File: config.mk
export PLATFORM = sky130hd
export DESIGN_NAME = cnt_sweep_ctrl
export DESIGN_NICKNAME = d
export VERILOG_FILES = /design/src/rtl/cnt_sweep_pkg.sv /design/src/rtl/cnt_sweep_ctrl.sv
export SDC_FILE = /design/constraint.sdc
export NUM_CORES = 1
export LEC_CHECK = 0
export BUFFER_PORTS_ARGS = -buffer_cell sky130_fd_sc_hd__buf_2
export CORE_ASPECT_RATIO = 1.25
export CORE_MARGIN = 10
export CORE_UTILIZATION = 48
export DETAILED_ROUTE_END_ITERATION = 8
export GPL_TIMING_DRIVEN = 0
export PLACE_DENSITY = 0.74
export SETUP_SLACK_MARGIN = 0.2
export SKIP_LAST_GASP = 1
export SLEW_MARGIN = 20
export SYNTH_ARGS = -nofsm -noshare
export SYNTH_HDL_FRONTEND = slang
export SYNTH_SLANG_ARGS = --single-unit
File: constraint.sdc
create_clock -name clk -period 3.3 [get_ports clk]
set_input_delay 0.33 -clock clk [delete_from_list [all_inputs] [get_ports clk]]
set_output_delay 0.33 -clock clk [all_outputs]
set_load 0.01 [all_outputs]
File: src/rtl/cnt_sweep_pkg.sv
// Shared types and defaults for the counter sweep controller.
package cnt_sweep_pkg;

  localparam int unsigned CNT_W_DEF  = 16;
  localparam int unsigned PASS_W_DEF = 8;

  typedef enum logic [1:0] {
    ONESHOT = 2'd0,
    REPEAT  = 2'd1,
    BOUNCE  = 2'd2
  } sweep_mode_t;

  typedef enum logic [1:0] {
    IDLE = 2'd0,
    LOAD = 2'd1,
    RUN  = 2'd2,
    DONE = 2'd3
  } ctrl_state_t;

  // The unused encoding 3 behaves as a one-shot sweep.
  function automatic sweep_mode_t decode_mode(input logic [1:0] raw);
    case (raw)
      2'd1:    return REPEAT;
      2'd2:    return BOUNCE;
      default: return ONESHOT;
    endcase
  endfunction

endpackage

File: src/rtl/cnt_sweep_ctrl.sv
// Sequencer that drives a loadable up/down counter between two programmed
// endpoints in one-shot, repeat or bounce mode for a number of passes.
module cnt_sweep_ctrl
  import cnt_sweep_pkg::*;
#(
  parameter int W  = CNT_W_DEF,
  parameter int PW = PASS_W_DEF
) (
  input  logic          clk,
  input  logic          rst,
  input  logic          start,
  input  logic          stop,
  input  logic [1:0]    cfg_mode,
  input  logic [W-1:0]  cfg_start,
  input  logic [W-1:0]  cfg_end,
  input  logic [PW-1:0] cfg_passes,
  input  logic [W-1:0]  cnt_value,
  output logic [W-1:0]  cnt_data,
  output logic          cnt_ld_n,
  output logic          cnt_updn,
  output logic          cnt_enb,
  output logic          busy,
  output logic          done,
  output logic [PW-1:0] pass_cnt
);

  ctrl_state_t   state_q;
  sweep_mode_t   mode_q;
  logic [W-1:0]  start_val_q;
  logic [W-1:0]  end_val_q;
  logic [PW-1:0] passes_q;
  logic [W-1:0]  target_q;
  logic          dir_up_q;
  logic [PW-1:0] pass_cnt_q;
  logic [W-1:0]  cnt_data_q;
  logic          cnt_ld_n_q;
  logic          busy_q;
  logic          done_q;

  logic          at_target;
  logic [PW-1:0] pass_inc;
  logic [PW-1:0] pass_cnt_d;
  logic          last_pass;

  assign at_target  = (cnt_value == target_q);
  assign pass_inc   = pass_cnt_q + PW'(1);
  assign pass_cnt_d = (&pass_cnt_q) ? pass_cnt_q : pass_inc;
  // A one-shot sweep ends after its first pass; otherwise a zero pass count
  // means the sweep only ends on stop.
  assign last_pass  = (mode_q == ONESHOT) ||
                      ((passes_q != '0) && (pass_inc == passes_q));

  // Count enable follows the live counter value so the counter stops exactly
  // on the target, and is killed in the same cycle that stop arrives.
  assign cnt_enb  = (state_q == RUN) && !stop && !at_target;

  assign cnt_data = cnt_data_q;
  assign cnt_ld_n = cnt_ld_n_q;
  assign cnt_updn = dir_up_q;
  assign busy     = busy_q;
  assign done     = done_q;
  assign pass_cnt = pass_cnt_q;

  // Sweep state machine with registered counter controls and status.
  always_ff @(posedge clk or negedge rst) begin
    // NOTE: every register here, including latched config, gets a defined
    // reset value so the counter sees idle controls straight out of reset.
    if (!rst) begin
      state_q     <= IDLE;
      mode_q      <= ONESHOT;
      start_val_q <= '0;
      end_val_q   <= '0;
      passes_q    <= '0;
      target_q    <= '0;
      dir_up_q    <= 1'b1;
      pass_cnt_q  <= '0;
      cnt_data_q  <= '0;
      cnt_ld_n_q  <= 1'b1;
      busy_q      <= 1'b0;
      done_q      <= 1'b0;
    end else if (stop) begin
      // NOTE: state is updated with non-blocking assignments so every branch
      // reads the pre-edge values of the other registers.
      state_q    <= IDLE;
      cnt_ld_n_q <= 1'b1;
      busy_q     <= 1'b0;
      done_q     <= 1'b0;
    end else begin
      case (state_q)
        IDLE: begin
          done_q <= 1'b0;
          if (start) begin
            mode_q      <= decode_mode(cfg_mode);
            start_val_q <= cfg_start;
            end_val_q   <= cfg_end;
            passes_q    <= cfg_passes;
            target_q    <= cfg_end;
            dir_up_q    <= (cfg_end >= cfg_start);
            pass_cnt_q  <= '0;
            cnt_data_q  <= cfg_start;
            cnt_ld_n_q  <= 1'b0;
            busy_q      <= 1'b1;
            state_q     <= LOAD;
          end
        end

        LOAD: begin
          cnt_ld_n_q <= 1'b1;
          state_q    <= RUN;
        end

        RUN: begin
          if (at_target) begin
            pass_cnt_q <= pass_cnt_d;
            if (last_pass) begin
              busy_q  <= 1'b0;
              done_q  <= 1'b1;
              state_q <= DONE;
            end else if (mode_q == BOUNCE) begin
              // Reverse in place; the counter holds for this one cycle.
              dir_up_q <= !dir_up_q;
              target_q <= (target_q == end_val_q) ? start_val_q : end_val_q;
            end else begin
              cnt_data_q <= start_val_q;
              cnt_ld_n_q <= 1'b0;
              state_q    <= LOAD;
            end
          end
        end

        DONE: begin
          done_q  <= 1'b0;
          state_q <= IDLE;
        end

        default: state_q <= IDLE;
      endcase
    end
  end

endmodule

# [Word-level counts from Yosys, hierarchy flattened]
# Index checks and enable logic that the tools add are counted.
[totals] in_bits=62 elab_cells=102 output_inout_bits=29 register_bits=88
[classes] bitwise_logic=1 n_addsub=1 n_eq_ne=21 n_lt_le_gt_ge=1 reduce_logical=24 mux=42
[ops] operator="2-to-1 mux 16 bit" count=9
[ops] operator="case mux 16 bit (2 select lines)" count=2
[ops] operator="equality test 16 bit" count=2
[ops] operator="2-to-1 mux 8 bit" count=3
[ops] operator="greater-or-equal comparator 16 bit" count=1
[ops] operator="2-to-1 mux 1 bit" count=16
[ops] operator="case mux 8 bit (2 select lines)" count=1
[ops] operator="inequality test 3 bit, second input constant" count=5
[ops] operator="AND reduction 6 bit" count=2
[ops] operator="2-to-1 mux 2 bit" count=5
[ops] operator="inequality test 2 bit, second input constant" count=5
[ops] operator="AND reduction 5 bit" count=2
[ops] operator="AND reduction 3 bit" count=3
[ops] operator="adder 8 x 1 -> 8 bit, second input constant" count=1
[ops] operator="equality test 2 bit, second input constant" count=4
[ops] operator="equality test 8 bit" count=1
[ops] operator="case mux 2 bit (4 select lines)" count=1
[ops] operator="AND reduction 8 bit" count=1
[ops] operator="nonzero test 8 bit" count=1
[ops] operator="case mux 1 bit (2 select lines)" count=3
[ops] operator="nonzero test 3 bit" count=2
[ops] operator="equality test 2 x 1 -> 1 bit, second input constant" count=2
[ops] operator="zero test 2 bit" count=2
[ops] operator="inequality test 4 bit, second input constant" count=1
[ops] operator="other kinds (11)" count=15

# [Longest topological paths before layout]
[logic_depth] ltp_word=8 mapped_depth=10 depth_no_buf=8

# [Worst setup path before layout]
# No wires, ideal clock.
[synth_timing] path_kind="register to register" start="reg pass_cnt_q[0], in the netlist pass_cnt[0]" end="reg target_q[4]" setup_ps=141 setup_slack_ps=959 stages_incl_launch_ff=9 arrival_ps=2200 required_ps=3159 path_cell_list="dfrtp_1 ha_1 nor4b_1 a211oi_1 o2111a_1 a311oi_4 buf_2 nand2b_1 a31oi_1"
[synth_between] elab_chain_len=6
[synth_rtl] item="from (decl)" line_no="cnt_sweep_ctrl.sv:34" rtl="logic [PW-1:0] pass_cnt_q;"
[synth_rtl] item="from (signal assigned)" line_no="cnt_sweep_ctrl.sv:114" rtl="pass_cnt_q <= pass_cnt_d;"
[synth_rtl] item="adder 8 x 1 -> 8 bit" line_no="cnt_sweep_ctrl.sv:46" rtl="assign pass_inc = pass_cnt_q + PW'(1);"
[synth_rtl] item="equality test 8 bit" line_no="cnt_sweep_ctrl.sv:51" rtl="((passes_q != '0) && (pass_inc == passes_q));"
[synth_rtl] item="logical AND 1 bit" line_no="cnt_sweep_ctrl.sv:51"
[synth_rtl] item="logical OR 1 bit" line_no="cnt_sweep_ctrl.sv:50" rtl="assign last_pass = (mode_q == ONESHOT) ||"
[synth_rtl] item="inequality test 2 bit (no source line)"
[synth_rtl] item="AND reduction 6 bit (no source line)"
[synth_rtl] item="to (signal assigned)" line_no="cnt_sweep_ctrl.sv:97" rtl="target_q <= cfg_end;"
[synth_rtl] item="to (signal assigned)" line_no="cnt_sweep_ctrl.sv:122" rtl="target_q <= (target_q == end_val_q) ? start_val_q : end_val_q;"
[synth_rtl] item="to (decl)" line_no="cnt_sweep_ctrl.sv:32" rtl="logic [W-1:0] target_q;"
# No other way between the ends.
# A chain may end at the register's enable or synchronous reset.

# [Worst setup path after layout]
[layout_timing] start="reg pass_cnt_q[0], in the netlist pass_cnt[0]" end="reg target_q[9]"
# Same word-level chain as after synthesis.

==> results.sh <==
export IMPL_outcome="finished clean"
export IMPL_crit_path_top_delay_cell="a311oi_4"
export IMPL_syn_num_nets=630
export IMPL_antenna_found_initial=0
export IMPL_fin_skew_ns=0.007132
export IMPL_ant_nets=0
export IMPL_cts_made_buffers=9
export IMPL_drv_cap=0
export IMPL_swShare_pct=40.66
export IMPL_yosys_area_share_simple_pct=16.43
export IMPL_grt_pass1_wl_mm=26.49
export IMPL_h_tree_depth=3
export IMPL_min_period_ns=2.786
export IMPL_timing_hold_violations_final=0
export IMPL_maxSlewHeadroom_pct=51.68
export IMPL_register_area_sq_um=2205
export IMPL_grt_max_degree=72
export IMPL_synthFlopType="dfrtp_1"
export IMPL_p_seq_share_pct=39.4
export IMPL_netlist_cell_type_count=53
export IMPL_ios=91
export IMPL_critical_path_class="reg -> reg"
export IMPL_setup_worst_path_start="pass_cnt[0]"
export IMPL_synth_adder_area_share_pct=4.688
export IMPL_power_switching_uw=2229
export IMPL_io_buffer_count=90
export IMPL_numClockSinks=88
export IMPL_placementRows=43
export IMPL_yosys_warnings=0
export IMPL_cts_tree="yes"
export IMPL_rr_worst_depth=8
export IMPL_worst_pin_slew_ns=0.7247
export IMPL_synthMuxAreaShare_pct=9.025
export IMPL_combPwrFrac_pct=40.2
export IMPL_routedWlPerCell_microns=21.29
export IMPL_fin_ws_ns=0.5136
export IMPL_synth_xor_area_share_pct=6.892
export IMPL_final_setup_tns_ns=0
export IMPL_synth_area_sq_um=5338
export IMPL_grt_pass1_vias=5019
export IMPL_vias=4947
export IMPL_synth_edf_count=0
export IMPL_p_leak_uw=0.002780
export IMPL_fmax_mhz=358.9
export IMPL_initial_core_util_pct=48.63
export IMPL_synth_top_family_by_area="compound AO/OA/AOI/OAI gates"
export IMPL_cp_max_fo=10
export IMPL_path_clk_slew_ns=0.07
export IMPL_rsz0062_at_grt="false"
export IMPL_die_area_sq_um=15760
export IMPL_arrival_ns=2.97
export IMPL_core_sq_um=10980
export IMPL_r2r_slack_ns=0.51
export IMPL_drive_gt1_share_pct=25.38
export IMPL_grt_ovfl_total=0
export IMPL_report_final_slew_viol_count=0
export IMPL_track_usage_pct=21.26
export IMPL_dieHeight_microns=137.9
export IMPL_r2r_end="target_q[9]"
export IMPL_layout_commonest_cell="buf_2"
export IMPL_internal_power_uw=3254
export IMPL_fin_nets=735
export IMPL_synth_area_per_cell_sq_um=9.740
export IMPL_rr_startpoint="pass_cnt[0]"
export IMPL_remaining_drc_errors=0
export IMPL_ir_drop_mv=0.4622
export IMPL_start_kind="register"
export IMPL_die_w_microns=114.3
export IMPL_crit_path_max_incr_delay_ns=0.56
export IMPL_synth_compound_area_share_pct=16.53
export IMPL_worstPathRequired_ns=3.49
export IMPL_fillers=988
export IMPL_cp_cell_sequence="ha_1 -> nor4b_1 -> a211oi_1 -> o2111a_1 -> a311oi_4 -> buf_2 -> nand2b_1 -> a31oi_1"
export IMPL_dp_hpwl_mm=12.64
export IMPL_synthCells=548
export IMPL_cts_root_buf="clkbuf_16"
export IMPL_multi_input_area_sq_um=2859
export IMPL_gp_congestion=0.9322
export IMPL_synth_seq_cells=88
export IMPL_drt_total_wl_mm=16.88
export IMPL_final_cell_mix="buf_2 (97), dfrtp_1 (86), mux2_2 (40)"
export IMPL_ys_seq_area_share_pct=41.30
export IMPL_endpoint_kind="register"
export IMPL_synthArstFlopShare_pct=100.0
export IMPL_finalCritPeriodShare_pct=84.44
export IMPL_finalSetupViolCount=0
export IMPL_antenna_cells=0
export IMPL_clk_latency_ns=0.35
export IMPL_area_growth_pct=18.64
export IMPL_min_path_type="in -> reg"
export IMPL_clkPwrFrac_pct=20.4
export IMPL_drtIter0Drc=364
export IMPL_clock_path_buffers=2
export IMPL_dp_slack_ns=0.3301
export IMPL_p_per_area_nw_per_um2=865.9
export IMPL_firstDrtPassIters=7
export IMPL_critPathCapture="target_q[9]"
export IMPL_vias_per_cell=6.238
-- how the worst min path moves through the flow --
stage | startpoint | to | depth (start not counted)
6_report | stop | done | 2
5_1_grt | cfg_passes[2] | passes_q[2] | 2
4_1_cts | stop | done | 2
3_5_place_dp | rst | pass_cnt[4] | 1
3_3_place_gp | mode_q[1] | mode_q[1] | 2
2_1_floorplan | rst | busy | 0
-- sequential cells by signal, summed over array words and instances, names as in the netlist --
register     cells
busy             1
cnt_data        16
cnt_ld_n         1
cnt_updn         1
done             1
end_val_q       16
mode_q           2
pass_cnt         8
passes_q         8
start_val_q     16
state_q          2
target_q        16
-- repair_timing --
action                                  CTS  global route
gates resized for setup                   0             2
endpoints found under the hold margin    17             0
endpoints found under the setup margin    0             7
hold buffers                              1             0
setup buffers                             0             2
-- routing by layer --
layer / track usage [%] / up-vias / wire length (microns)
li1: - / 2226 / -
met1: 24.80 / 2427 / 6531
met2: 35.84 / 248 / 8348
met3: 4.589 / 46 / 1281
met4: 11.23 / 0 / 719
met5: 0 / - / 0
-- power groups by stage --
stage	logic (uW)	registers (uW)	clock network, uW
after floorplan	1490	2040	0
after global placement	2080	2130	0
after detailed placement	2160	2160	0
after CTS	2190	2140	1120
after global routing	2420	2210	1160
final	2200	2160	1120
-- logic make-up (layout without fill, tap and decap cells) --
kind of cell,after synthesis,count (layout)
and+or+nand+nor,156,156
AOI/OAI and AO/OA,135,135
DFF,88,88
buffers and inverters,64,174
muxes,43,43
xor gates and xnor gates,42,42
adders and majority gates,20,20
-- cells in the mapped netlist, types with 11 or more instances --
cell	number	area share [%]
nand2b_1	23	2.7
a31oi_1	20	2.3
nor4_1	11	1.3
ha_1	20	4.7
o21ai_1	17	1.6
nor4b_1	17	2.8
nand2_1	36	2.5
mux2_2	40	8.4
clkbuf_1	21	1.5
xor2_1	35	5.7
inv_1	28	2.0
dfrtp_1	86	40
nor3_1	32	3.0
o22ai_1	32	3.8
o21ai_0	27	2.5
-- worst max-delay path, delay by kind of cell, from the launching register on --
| family | cells | cell delay [ns] |
|---|---|---|
| adder cells (fa/ha/maj) | 1 | 0.37 |
| flip-flops | 1 | 0.46 |
| buffers and inverters | 1 | 0.30 |
| AO/OA/AOI/OAI | 4 | 1.05 |
| AND/OR/NAND/NOR | 2 | 0.44 |
-- through the flow --
step / cell area [sq um] / util [%] / cells / total power, uW / hold WS, ns
floorplan: 5338 / - / 548 / 3527 / 0.03441
CTS: 6316 / 57.55 / 791 / 5450 / 0.2033
global placement: 5957 / 54.28 / 773 / 4204 / 0.4876
finish: 6332 / 57.69 / 793 / 5483 / 0.2058
detailed placement: 5991 / 54.58 / 774 / 4319 / 0.1794
global route: 6332 / 57.69 / 793 / 5791 / 0.2140
-- layout make-up --
cell class	count	area share [%]
Clock buffer	13	3.952
Sequential cell	88	34.82
Inverter	28	1.660
Timing Repair Buffer	94	8.042
Clock inverter	3	1.027
Multi-Input combinational cell	396	45.15
Tap cell	135	2.667
Buffer	36	2.687
No activity file was read; power rests on OpenSTA's default activity.
